### config.mk
export PLATFORM = sky130hd
export DESIGN_NAME = dsp_mac_slice
export DESIGN_NICKNAME = d
export VERILOG_FILES = /design/src/rtl/dsp_mac_slice.sv
export SDC_FILE = /design/constraint.sdc
export NUM_CORES = 2
export LEC_CHECK = 0
export CAP_MARGIN = 30
export CORE_ASPECT_RATIO = 1.25
export CORE_MARGIN = 10
export CORE_UTILIZATION = 40
export CTS_BUF_LIST = sky130_fd_sc_hd__clkbuf_4 sky130_fd_sc_hd__clkbuf_8
export CTS_CLUSTER_SIZE = 40
export DETAILED_ROUTE_END_ITERATION = 8
export GPL_ROUTABILITY_DRIVEN = 1
export MAX_ROUTING_LAYER = met4
export SYNTH_ARGS = -nofsm -noshare
export SYNTH_HDL_FRONTEND = slang
export SYNTH_SLANG_ARGS = --single-unit
### constraint.sdc
create_clock -name clk -period 13.85 [get_ports clk]
set_clock_uncertainty 0.05 [all_clocks]
set_input_delay 2.77 -clock clk [delete_from_list [all_inputs] [get_ports clk]]
set_output_delay 2.77 -clock clk [all_outputs]
set_load 0.02 [all_outputs]
### src/rtl/dsp_mac_slice.sv
// dsp_mac_slice: three-stage pipelined MAC slice.
// Data path: signed pre-adder, then multiplier, then post-adder with
// zero/accumulate/C/cascade Z select, plus optional saturation.
// Slices chain through PCOUT -> PCIN.
//
// Valid semantics: IN_VALID qualifies the beat on A/B/D/C/CARRYIN/OPMODE
// at a rising clk edge with CE=1. There is no back-pressure. The beat
// appears on P exactly three enabled edges later, and OUT_VALID pulses
// for one enabled cycle. OUT_VALID is forced low while CE=0; a pending
// pulse is shown once CE returns high.
module dsp_mac_slice #(
    parameter int AW = 18,
    parameter int BW = 18,
    parameter int PW = 48
) (
    input  logic              clk,
    input  logic              RSTN,
    input  logic              CE,
    input  logic              IN_VALID,
    input  logic [AW-1:0]     A,
    input  logic [BW-1:0]     B,
    input  logic [BW-1:0]     D,
    input  logic [PW-1:0]     C,
    input  logic [PW-1:0]     PCIN,
    input  logic              CARRYIN,
    input  logic [5:0]        OPMODE,
    output logic [PW-1:0]     P,
    output logic [PW-1:0]     PCOUT,
    output logic [AW+BW:0]    M,
    output logic              OUT_VALID,
    output logic              OVF
);

    localparam int MW = AW + BW + 1;

    // stage 1 registers
    logic [AW-1:0] a1;
    logic [BW-1:0] b1;
    logic [BW-1:0] d1;
    logic [PW-1:0] c1;
    logic          cin1;
    logic [5:0]    op1;
    logic          v1;

    // stage 2 registers; op2 keeps OPMODE[5:2] = {sat, post_sub, z_sel[1:0]}
    logic [MW-1:0] m_reg;
    logic [PW-1:0] c2;
    logic          cin2;
    logic [3:0]    op2;
    logic          v2;

    // stage 3 registers
    logic [PW-1:0] p_reg;
    logic          ovf_reg;
    logic          out_valid_r;

    // combinational intermediates
    logic [BW:0]   b_ext;
    logic [BW:0]   d_ext;
    logic [BW:0]   pre;
    logic [MW-1:0] a_sx;
    logic [MW-1:0] pre_sx;
    logic [MW-1:0] prod;
    logic [PW:0]   z_ext;
    logic [PW:0]   m_ext;
    logic [PW:0]   cin_ext;
    logic [PW:0]   sum;
    logic          ovf_next;
    logic [PW-1:0] p_next;

    // Stage 1: capture the beat and everything that travels with it
    always_ff @(posedge clk or negedge RSTN) begin
        if (!RSTN) begin
            a1   <= '0;
            b1   <= '0;
            d1   <= '0;
            c1   <= '0;
            cin1 <= 1'b0;
            op1  <= '0;
            v1   <= 1'b0;
        end else if (CE) begin
            a1   <= A;
            b1   <= B;
            d1   <= D;
            c1   <= C;
            cin1 <= CARRYIN;
            op1  <= OPMODE;
            v1   <= IN_VALID;
        end
    end

    // Pre-adder at BW+1 bits so D+B and D-B never wrap
    always_comb begin
        b_ext = {b1[BW-1], b1};
        d_ext = {d1[BW-1], d1};
        pre   = b_ext;
        if (op1[0]) begin
            pre = op1[1] ? (d_ext - b_ext) : (d_ext + b_ext);
        end
    end

    // Signed product: both operands sign-extended to the full product width,
    // so the low MW bits of the unsigned product are the exact signed result.
    always_comb begin
        a_sx   = {{(BW + 1){a1[AW-1]}}, a1};
        pre_sx = {{AW{pre[BW]}}, pre};
        prod   = a_sx * pre_sx;
    end

    // Stage 2: product register plus the beat's remaining fields
    always_ff @(posedge clk or negedge RSTN) begin
        if (!RSTN) begin
            m_reg <= '0;
            c2    <= '0;
            cin2  <= 1'b0;
            op2   <= '0;
            v2    <= 1'b0;
        end else if (CE) begin
            m_reg <= prod;
            c2    <= c1;
            cin2  <= cin1;
            op2   <= op1[5:2];
            v2    <= v1;
        end
    end

    // Post-adder at PW+1 bits, with overflow detection and optional clamp
    always_comb begin
        case (op2[1:0])
            2'b00:   z_ext = '0;
            2'b01:   z_ext = {p_reg[PW-1], p_reg};
            2'b10:   z_ext = {c2[PW-1], c2};
            default: z_ext = {PCIN[PW-1], PCIN};
        endcase
        m_ext   = {{(PW - AW - BW){m_reg[MW-1]}}, m_reg};
        cin_ext = {{PW{1'b0}}, cin2};
        sum     = op2[2] ? (z_ext - m_ext - cin_ext) : (z_ext + m_ext + cin_ext);
        // The two top bits disagree exactly when S is outside the PW-bit range
        ovf_next = sum[PW] ^ sum[PW-1];
        p_next   = sum[PW-1:0];
        if (ovf_next && op2[3]) begin
            p_next = sum[PW] ? {1'b1, {(PW - 1){1'b0}}} : {1'b0, {(PW - 1){1'b1}}};
        end
    end

    // Stage 3: P/OVF update only on an enabled valid beat; bubbles leave P alone
    always_ff @(posedge clk or negedge RSTN) begin
        if (!RSTN) begin
            p_reg       <= '0;
            ovf_reg     <= 1'b0;
            out_valid_r <= 1'b0;
        end else if (CE) begin
            out_valid_r <= v2;
            if (v2) begin
                p_reg   <= p_next;
                ovf_reg <= ovf_next;
            end
        end
    end

    assign P         = p_reg;
    assign PCOUT     = p_reg;
    assign M         = m_reg;
    assign OVF       = ovf_reg;
    assign OUT_VALID = out_valid_r & CE;

endmodule

==> impl_metrics.env <==
export IMPL_min_period_over_period=0.745
export IMPL_antenna_found_initial=3
export IMPL_hold_buffers=0
export IMPL_syn_cell_area_sq_um=31500
export IMPL_via_per_inst=5.15
export IMPL_firstDrtPassIters=5
export IMPL_hold_viol_final=0
export IMPL_grt_pass1_wl_microns=144000
export IMPL_critPathMostFrequentCell="fa_1"
export IMPL_ys_flop_type="dfrtp_1"
export IMPL_critPathLaunch="op1[1]"
export IMPL_die_h_microns=334
export IMPL_reg2reg_depth=33
export IMPL_cts_reportedPaths_clkPinSlew_ns=0.06
export IMPL_min_from="op1[5]"
export IMPL_drv_slew=0
export IMPL_worst_pin_slew_ns=1.01
export IMPL_synth_edff_count=0
export IMPL_fin_hold_ws_ns=0.403
export IMPL_cp_required_ns=14.29
export IMPL_drive_gt1_frac=0.118
export IMPL_utilization=0.464
export IMPL_synth_seq_cells=251
export IMPL_cts_resized=0
export IMPL_crit_path_top_delay_cell="dfrtp_1"
export IMPL_synth_nets=4153
export IMPL_track_usage=0.205
export IMPL_yosysMostFrequentCell="inv_1"
export IMPL_nNetsFinal=4326
export IMPL_cts_buffer_depth=3
export IMPL_cts_root_buf="clkbuf_8"
export IMPL_vias=23900
export IMPL_synth_distinct_cells=77
export IMPL_yosys_warnings=0
export IMPL_synthToLayoutAreaGrowth_pct=14.6
export IMPL_max_slew_margin_rel=0.326
export IMPL_max_cap_violations=0
export IMPL_r2r_start="op1[1]"
export IMPL_rows=114
export IMPL_cpPeakStageDelay_ns=0.74
export IMPL_io_buffers=295
export IMPL_globalplace_congestion=0.922
export IMPL_clkLatencyLatePin_ns=0.67
export IMPL_routedWlPerCell_microns=19.3
export IMPL_synth_commonest_cells="539 x inv_1, 345 x fa_1, 311 x nand2_1"
export IMPL_endpoint="M[36]"
export IMPL_ioPinCount=296
export IMPL_htreeDepth=2
export IMPL_ys_top_cells_by_area="fa_1 22%, dfrtp_1 20%, ha_1 10%"
export IMPL_start_util=0.405
export IMPL_setup_viol=0
export IMPL_max_freq_mhz=97.0
export IMPL_rsz0062_at_grt="no"
export IMPL_grt_pass1_vias=25300
export IMPL_dieArea_sq_um=90400
export IMPL_period_needed_ns=10.31
export IMPL_grt_ovfl_total=0
export IMPL_hpwl_microns=72500
export IMPL_drcViolationCount=0
export IMPL_placeableCoreArea_sq_um=77700
export IMPL_die_w_microns=271
export IMPL_postCtsSetupBuffers=0
export IMPL_synthCells=3394
export IMPL_hp_class="reg -> reg"
export IMPL_cts_buffers=46
export IMPL_placed_area_sq_um=35000
export IMPL_synth_area_per_cell_sq_um=9.27
export IMPL_reg2reg_to="M[36]"
export IMPL_fin_setup_tns_ns=0
export IMPL_synth_top_area_share=0.219
export IMPL_cts_tree="built"
export IMPL_cts_sinks=251
export IMPL_arrival_ns=10.75
export IMPL_regToRegSetupSlack_ns=3.54
export IMPL_grt_max_degree=98
export IMPL_postRouteAntennaNets=0
export IMPL_crit_fanout=20
export IMPL_synth_seq_area_share=0.200
export IMPL_crit_type="reg -> reg"
export IMPL_drtIter0Drc=1378
export IMPL_endpoint_kind="flip-flop"
export IMPL_fin_area_sq_um=36100
export IMPL_crit_path_start_kind="flip-flop"
export IMPL_async_flop_share=1.00
export IMPL_wl_microns=89700
export IMPL_status="completed"
export IMPL_synth_area_leader_cell="fa_1"
-- how the worst min path moves through the flow --
| stage | end | slack, ns | cells past startpoint |
|---|---|---|---|
| final | op2[3] | 0.40 | 2 |
| after global routing | op2[3] | 0.45 | 2 |
| after CTS | op2[3] | 0.43 | 2 |
| after detailed placement | op2[3] | 0.43 | 2 |
| after global placement | OVF | 0.42 | 2 |
| after floorplan | cin2 | 0.40 | 2 |
-- layer usage --
metal  GRT usage  part of all wire  up-vias
met5           -                 0        -
met2       0.343              0.49      515
li1            -                 -    11300
met3      0.0233             0.041      113
met1       0.259              0.45    11900
met4      0.0546             0.025        0
-- layout by cell type, fill, tap and decap left out, types with 161 or more instances in the layout --
master	count
mux2_2	238
a21oi_1	170
dfrtp_1	248
clkdlybuf4s50_1	293
nor2_1	161
nand2_1	311
ha_1	253
inv_1	539
fa_1	345
-- stage by stage --
stage / std cells / worst slack [ns]
2_1_floorplan: 3394 / 4.56
3_3_place_gp: 4561 / 3.69
3_5_place_dp: 4562 / 3.55
4_1_cts: 4645 / 3.55
5_1_grt: 4648 / 2.59
6_report: 4648 / 3.54
-- worst max-delay path: cells and delay by family, from the launching register on --
family | cells | cell delay (ns)
AO/OA/AOI/OAI | 13 | 4.02
XOR/XNOR | 1 | 0.15
adder cells (fa/ha/maj) | 8 | 3.81
buffers and inverters | 3 | 0.17
flip-flops | 1 | 0.74
multiplexers | 2 | 0.32
AND/OR/NAND/NOR | 6 | 0.90
-- flip-flops by register name, summed over array words and instances, names as in the netlist --
register / flops
P: 48
c1: 48
c2: 48
M: 37
a1: 18
b1: 18
d1: 18
op1: 6
op2: 4
OVF: 1
cin1: 1
cin2: 1
out_valid_r: 1
v1: 1
v2: 1
-- final cells by class --
type,count,area (sq um)
fillers,7509,41700
multi-input cells,2407,22200
flip-flops and latches,251,6280
repair buffers,322,3200
inverters,539,2020
well taps,1044,1310
clock buffers,67,853
clock inverters,16,153
diodes,2,5.00
-- logic make-up after synthesis --
logic type | Yosys count | synth area share
fa+ha+maj | 600 | 0.321
flops | 251 | 0.200
buf+inv | 736 | 0.0948
compound gates | 599 | 0.130
mux | 252 | 0.0898
simple gates | 796 | 0.120
xor+xnor | 160 | 0.0450
Power is left out: the tool's default activity adds up to more than one toggle a clock period on the data nets, which glitch-free logic cannot reach.
